===== src/rtl/simon_pkg.sv =====
// Shared definitions for the Simon colour-sequence engine: colour codes,
// engine state encoding and the LFSR feedback mask.
package simon_pkg;

  localparam logic [1:0] COLOR_U = 2'd0;
  localparam logic [1:0] COLOR_R = 2'd1;
  localparam logic [1:0] COLOR_D = 2'd2;
  localparam logic [1:0] COLOR_L = 2'd3;

  typedef enum logic [1:0] {
    ST_IDLE  = 2'd0,
    ST_SHOW  = 2'd1,
    ST_GAP   = 2'd2,
    ST_INPUT = 2'd3
  } state_e;

  // Galois taps 16,14,13,11 (right-shifting form)
  localparam logic [15:0] LFSR_MASK = 16'hB400;

endpackage


===== src/rtl/simon_lfsr16.sv =====
// Free-running 16-bit Galois LFSR that supplies random colours.
// Ports:
//   board_clk  clock
//   Reset      async active-high reset, loads SEED
//   q          current LFSR state
module simon_lfsr16
  import simon_pkg::*;
#(
  parameter logic [15:0] SEED = 16'hACE1
) (
  input  logic        board_clk,
  input  logic        Reset,
  output logic [15:0] q
);

  always_ff @(posedge board_clk or posedge Reset) begin
    if (Reset) begin
      q <= SEED;
    end else begin
      q <= {1'b0, q[15:1]} ^ (q[0] ? LFSR_MASK : 16'h0000);
    end
  end

endmodule


===== src/rtl/simon_seq_engine.sv =====
// Simon colour-sequence engine: grows a random colour sequence, plays it back
// with internal step/gap timing and checks the player's guesses.
// Build option: SIMON_SEQ_NO_REPEAT_EN forces consecutive colours to differ.
// Ports:
//   board_clk, Reset            clock, async active-high reset
//   clear                       synchronous restart (length 0, IDLE)
//   append, play_start          one-cycle commands, honoured only in IDLE
//   guess_valid, guess_color    debounced button press
//   play_valid, play_color      colour currently lit
//   busy, awaiting              playing back / waiting for guesses
//   guess_ok, guess_bad,
//   round_done                  one-cycle verdict pulses
//   length, full                sequence length and full flag
module simon_seq_engine
  import simon_pkg::*;
#(
  parameter int unsigned MAX_LEN     = 32,
  parameter int unsigned STEP_CYCLES = 50_000_000,
  parameter int unsigned GAP_CYCLES  = 25_000_000,
  parameter logic [15:0] LFSR_SEED   = 16'hACE1
) (
  input  logic                       board_clk,
  input  logic                       Reset,
  input  logic                       clear,
  input  logic                       append,
  input  logic                       play_start,
  input  logic                       guess_valid,
  input  logic [1:0]                 guess_color,
  output logic                       play_valid,
  output logic [1:0]                 play_color,
  output logic                       busy,
  output logic                       awaiting,
  output logic                       guess_ok,
  output logic                       guess_bad,
  output logic                       round_done,
  output logic [$clog2(MAX_LEN):0]   length,
  output logic                       full
);

  localparam int unsigned IW   = $clog2(MAX_LEN);
  localparam int unsigned LW   = IW + 1;
  localparam int unsigned TMAX = (STEP_CYCLES > GAP_CYCLES) ? STEP_CYCLES : GAP_CYCLES;
  localparam int unsigned TW   = (TMAX > 1) ? $clog2(TMAX) : 1;

  state_e          state_q;
  logic [LW-1:0]   length_q;
  logic            full_q;
  logic [IW-1:0]   idx_q;
  logic [TW-1:0]   timer_q;
  logic            play_valid_q, busy_q, awaiting_q;
  logic            guess_ok_q, guess_bad_q, round_done_q;
  logic [1:0]      play_color_q;
  logic [1:0]      mem_q [MAX_LEN];

  logic [15:0]     lfsr_q;
  logic [1:0]      lfsr_col;
  logic [13:0]     lfsr_unused;
  logic [1:0]      new_col;
  logic            mem_we;
  logic            last_idx;

  simon_lfsr16 #(.SEED(LFSR_SEED)) u_lfsr (
    .board_clk (board_clk),
    .Reset     (Reset),
    .q         (lfsr_q)
  );

  assign lfsr_col    = lfsr_q[1:0];
  assign lfsr_unused = lfsr_q[15:2];

`ifdef SIMON_SEQ_NO_REPEAT_EN
  logic [IW-1:0] prev_idx;
  assign prev_idx = IW'(length_q - LW'(1));

  // Bump the colour by one when it would repeat the previous entry
  always_comb begin
    new_col = lfsr_col;
    if ((length_q != '0) && (lfsr_col == mem_q[prev_idx])) begin
      new_col = lfsr_col + 2'd1;
    end
  end
`else
  assign new_col = lfsr_col;
`endif

  assign mem_we   = (state_q == ST_IDLE) && !clear && append && !full_q;
  assign last_idx = (LW'(idx_q) == (length_q - LW'(1)));

  // Sequence storage; contents are don't-care until written
  always_ff @(posedge board_clk) begin
    if (mem_we) begin
      mem_q[length_q[IW-1:0]] <= new_col;
    end
  end

  // Engine FSM with registered outputs
  always_ff @(posedge board_clk or posedge Reset) begin
    if (Reset) begin
      state_q      <= ST_IDLE;
      length_q     <= '0;
      full_q       <= 1'b0;
      idx_q        <= '0;
      timer_q      <= '0;
      play_valid_q <= 1'b0;
      play_color_q <= COLOR_U;
      busy_q       <= 1'b0;
      awaiting_q   <= 1'b0;
      guess_ok_q   <= 1'b0;
      guess_bad_q  <= 1'b0;
      round_done_q <= 1'b0;
    end else begin
      guess_ok_q   <= 1'b0;
      guess_bad_q  <= 1'b0;
      round_done_q <= 1'b0;
      if (clear) begin
        state_q      <= ST_IDLE;
        length_q     <= '0;
        full_q       <= 1'b0;
        play_valid_q <= 1'b0;
        busy_q       <= 1'b0;
        awaiting_q   <= 1'b0;
      end else begin
        unique case (state_q)
          ST_IDLE: begin
            if (append && !full_q) begin
              length_q <= length_q + LW'(1);
              full_q   <= (length_q == LW'(MAX_LEN - 1));
            end else if (play_start && (length_q != '0)) begin
              idx_q        <= '0;
              timer_q      <= '0;
              state_q      <= ST_SHOW;
              play_valid_q <= 1'b1;
              play_color_q <= mem_q[0];
              busy_q       <= 1'b1;
            end
          end
          ST_SHOW: begin
            if (timer_q == TW'(STEP_CYCLES - 1)) begin
              timer_q      <= '0;
              state_q      <= ST_GAP;
              play_valid_q <= 1'b0;
            end else begin
              timer_q <= timer_q + TW'(1);
            end
          end
          ST_GAP: begin
            if (timer_q == TW'(GAP_CYCLES - 1)) begin
              timer_q <= '0;
              if (last_idx) begin
                idx_q      <= '0;
                state_q    <= ST_INPUT;
                busy_q     <= 1'b0;
                awaiting_q <= 1'b1;
              end else begin
                idx_q        <= idx_q + IW'(1);
                state_q      <= ST_SHOW;
                play_valid_q <= 1'b1;
                play_color_q <= mem_q[idx_q + IW'(1)];
              end
            end else begin
              timer_q <= timer_q + TW'(1);
            end
          end
          ST_INPUT: begin
            if (guess_valid) begin
              if (guess_color != mem_q[idx_q]) begin
                guess_bad_q <= 1'b1;
                state_q     <= ST_IDLE;
                awaiting_q  <= 1'b0;
              end else if (last_idx) begin
                round_done_q <= 1'b1;
                state_q      <= ST_IDLE;
                awaiting_q   <= 1'b0;
              end else begin
                guess_ok_q <= 1'b1;
                idx_q      <= idx_q + IW'(1);
              end
            end
          end
        endcase
      end
    end
  end

  assign play_valid = play_valid_q;
  assign play_color = play_color_q;
  assign busy       = busy_q;
  assign awaiting   = awaiting_q;
  assign guess_ok   = guess_ok_q;
  assign guess_bad  = guess_bad_q;
  assign round_done = round_done_q;
  assign length     = length_q;
  assign full       = full_q;

endmodule

===== config.mk =====
export PLATFORM = sky130hd
export DESIGN_NAME = simon_seq_engine
export DESIGN_NICKNAME = d
export VERILOG_FILES = /design/src/rtl/simon_pkg.sv /design/src/rtl/simon_lfsr16.sv /design/src/rtl/simon_seq_engine.sv
export SDC_FILE = /design/constraint.sdc
export NUM_CORES = 1
export LEC_CHECK = 0
export CAP_MARGIN = 30
export CORE_ASPECT_RATIO = 1.2
export CORE_UTILIZATION = 55
export CTS_CLUSTER_DIAMETER = 40
export DETAILED_ROUTE_END_ITERATION = 8
export PLACE_DENSITY = 0.76
export SYNTH_ARGS = -nofsm -noshare
export SYNTH_HDL_FRONTEND = slang
export SYNTH_SLANG_ARGS = --single-unit

===== constraint.sdc =====
create_clock -name board_clk -period 2.45 [get_ports board_clk]
set_input_delay 0.6125 -clock board_clk [delete_from_list [all_inputs] [get_ports board_clk]]
set_output_delay 0.6125 -clock board_clk [all_outputs]
set_load 0.01 [all_outputs]

==> results.md <==
* Filler instances at 718
* RD Place Congestion at 0.924
* Bufs on Longest Clock Path at 2
* Slowest cell on the critical path: or4_4
* R2R depth at 7
* Failing checks: negative setup slack
* Initial Utilization at 0.563
* Post-synthesis cell type count at 55
* Drt pass-1 iters at 6
* Busiest grt layer: met2
* Area leader, netlist: edfxtp_1
* Yosys top cell area share at 0.295
* Power Density at about 760 mW/mm2
* Antenna violations before repair at 0
* DR iter-0 viols at 422
* Final setup fails at 33
* DRC at 0
* Max incr delay on CP at 0.55 ns
* Final Max Tran Viols at 0
* Sequential area share after synthesis at 0.542
* Final Hold Vio Count at 0
* Hold path cells at 0
* Layout Skew at 0.00675 ns
* CTS root buffer: clkbuf_16
* Crit path cell chain: or4b_1 -> or4_4 -> o21ai_4 -> nand2_2 -> or3_4 -> nor2_4 -> mux2_4
* DR WL/cell at 20.2 um
* Layout Nets at 710
* Num CTS Buffers at 17
* Warnings from Yosys at 0
* Count leader, synth: nor2_1
* DR vias/cell at 6.05
* Max VDD drop at slightly below 0.6 mV
* Floorplan row count at 43
* # diodes at 0
* Final min period at 2.69 ns
* Vias in the first global route at 5,262
* Share of cells above drive strength 1 at 0.315
* # clock sinks at 128
* First-pass GRT wire length at 26,800 um
* Worst-skew pair later-pin latency at 0.42 ns
* Pleak at 3.31 nW
* IO Port Bufs at 22
* Data required time of the worst path at 2.75 ns
* Post-Route Setup TNS at -3.76 ns
* Worst Slack Setup Final at -0.242 ns
* GRT Overall Usage at 0.295
* Worst hold start: u_lfsr.q[2]
* Core area at 0.0116 mm2
* CP Class: flop to flop
* Avg Cell Area, Syn at 11.5 um2
* Vias post-DR at 5,207
* Worst Setup End Kind: flop
* Synth top area cells: edfxtp_1, dfrtp_1, mux2i_1
* Remaining antenna violation count at 0
* Clock transition at the registers of the reported paths at 0.05 ns
* Hold Buf Count CTS at 0
* Critical R2R Launch: timer_q[17]
* Net Count, Synth at 586
* Syn Std Cell Area at 0.00652 mm2
* TritonCTS clock tree: built
* Met1 usage at 0.332
* Critical Path Start: timer_q[17]
* Worst Hold Class: flop to flop
* RSZ-0062 raised after global routing: yes
* Grt ovf at 0
* Max-cap violations at 0
* Synth Flop Type: edfxtp_1
* Asr flop ratio synth at 0.500
* Worst slew margin at 0.335
* Post-Route WL at 17,400 um
* Max Fclk at 372 MHz
* Number of flops mapped to enable cells by yosys at 64
* Area Growth Syn to Fin at 32.8%
* Global Route met2 Usage at 0.515
* Type of origin of the critical path: flop
* Outcome: finished, violations left
* Die Area at 0.0123 mm2
* CP Data Arrival Time at 2.99 ns
* Ports at 23
* H-tree level count at 4
* Tightest Pin Transition at 0.997 ns
* Synth cell count leaders: nor2_1, edfxtp_1, dfrtp_1, nand2_1, mux2i_1
* Met3 Use GR at 0.0570
* Final Cycle Share at 1.10
* Placed wire-length estimate at 11,500 um
* Die Height at 121 um
* Final Non-Filler Cells at 861
* Post-Synthesis Cells at 568
* DIE WIDTH at around 100 um
* Largest net degree at the start of global routing at 37
* Crit path max fanout at 3
* Seq cells post-synth at ~130
* Placed Instances at 814
-- cells in the final DEF (no fill, tap or decap), drive strengths merged, types with 8 or more instances in the layout --
cell type / Yosys / final
a21oi: 17 / 17
a22oi: 16 / 16
buf: 10 / 107
clkbuf: 15 / 20
clkdlybuf4s50: 0 / 22
dfrtp: 56 / 56
dfstp: 8 / 8
edfxtp: 64 / 64
ha: 10 / 10
inv: 16 / 16
mux2i: 39 / 39
mux4: 16 / 16
nand2: 43 / 43
nand3: 22 / 22
nand4: 9 / 9
nor2: 74 / 74
nor2b: 8 / 8
nor3: 13 / 13
o21ai: 30 / 30
or3: 8 / 8
xnor2: 12 / 12
xor2: 18 / 18
-- kinds of logic after synthesis --
group | count (synthesis) | share of synthesized area
adder cells (fa/ha/maj) | 10 | 0.0192
AO/OA/AOI/OAI | 92 | 0.0960
buffers and inverters | 41 | 0.0265
flip-flops | 128 | 0.542
multiplexers | 60 | 0.124
AND/OR/NAND/NOR | 207 | 0.152
XOR/XNOR | 30 | 0.0403
-- cell type report --
class,instances,area [um2],share of cell area
well taps,157,196,0.0227
repair buffers,130,1160,0.135
inverters,16,60.1,0.00694
flip-flops and latches,128,3540,0.409
multi-input cells,399,3120,0.360
clock inverters,12,144,0.0166
clock buffers,19,433,0.0500
-- path summary, 6_finish.rpt --
kind / to / slack [ns]
max: idx_q[1] / -0.24
min: u_lfsr.q[1] / 0.35
max reg2reg: idx_q[1] / -0.24
min reg2reg: u_lfsr.q[1] / 0.35
max in group asynchronous: timer_q[5] / 1.29
min in group asynchronous: idx_q[0] / 0.54
-- flip-flops by register name, summed over array words and instances (netlist names) --
signal and flops:
play_valid 1, busy 1, guess_bad 1, length 6, round_done 1, awaiting 1
play_color 2, guess_ok 1, mem_q 64, idx_q 5, timer_q 26, u_lfsr.q 16
full 1, state_q 2
-- per-layer routing --
layer | wire length (um) | part of all wire | up-vias
li1 | - | - | 2340
met1 | 6290 | 0.36 | 2579
met2 | 9290 | 0.53 | 217
met3 | 931 | 0.054 | 71
met4 | 878 | 0.050 | 0
met5 | 0 | 0 | -
-- report_power, final --
group	internal [mW]	switching (mW)
combinational	0.865	0.839
clock	1.58	0.900
sequential	2.33	0.0720
total	4.77	1.81
-- critical path: cells and delay by family (launching register included) --
family | cells | cell delay (ns)
multiplexers | 1 | 0.32
AO/OA/AOI/OAI | 1 | 0.17
AND/OR/NAND/NOR | 5 | 1.71
flip-flops | 1 | 0.37
-- timing repair --
item	4_1_cts	5_1_grt
pin swaps	8	9
gates cloned	1	1
setup endpoints to repair	36	33
buffers inserted	4	10
resized for setup	37	33
-- through the flow --
stage	worst slack [ns]	cell area, um2	hold slack [ns]	total power [mW]	util
after floorplan	-0.220	6560	0.331	3.22	-
after global placement	-0.471	7610	0.333	3.77	0.658
after detailed placement	-0.499	7610	0.340	3.81	0.658
after CTS	-0.184	8400	0.354	6.42	0.727
after global routing	-0.300	8650	0.352	6.81	0.748
final	-0.242	8650	0.351	6.58	0.748
Power figures use the tool's default switching activity.
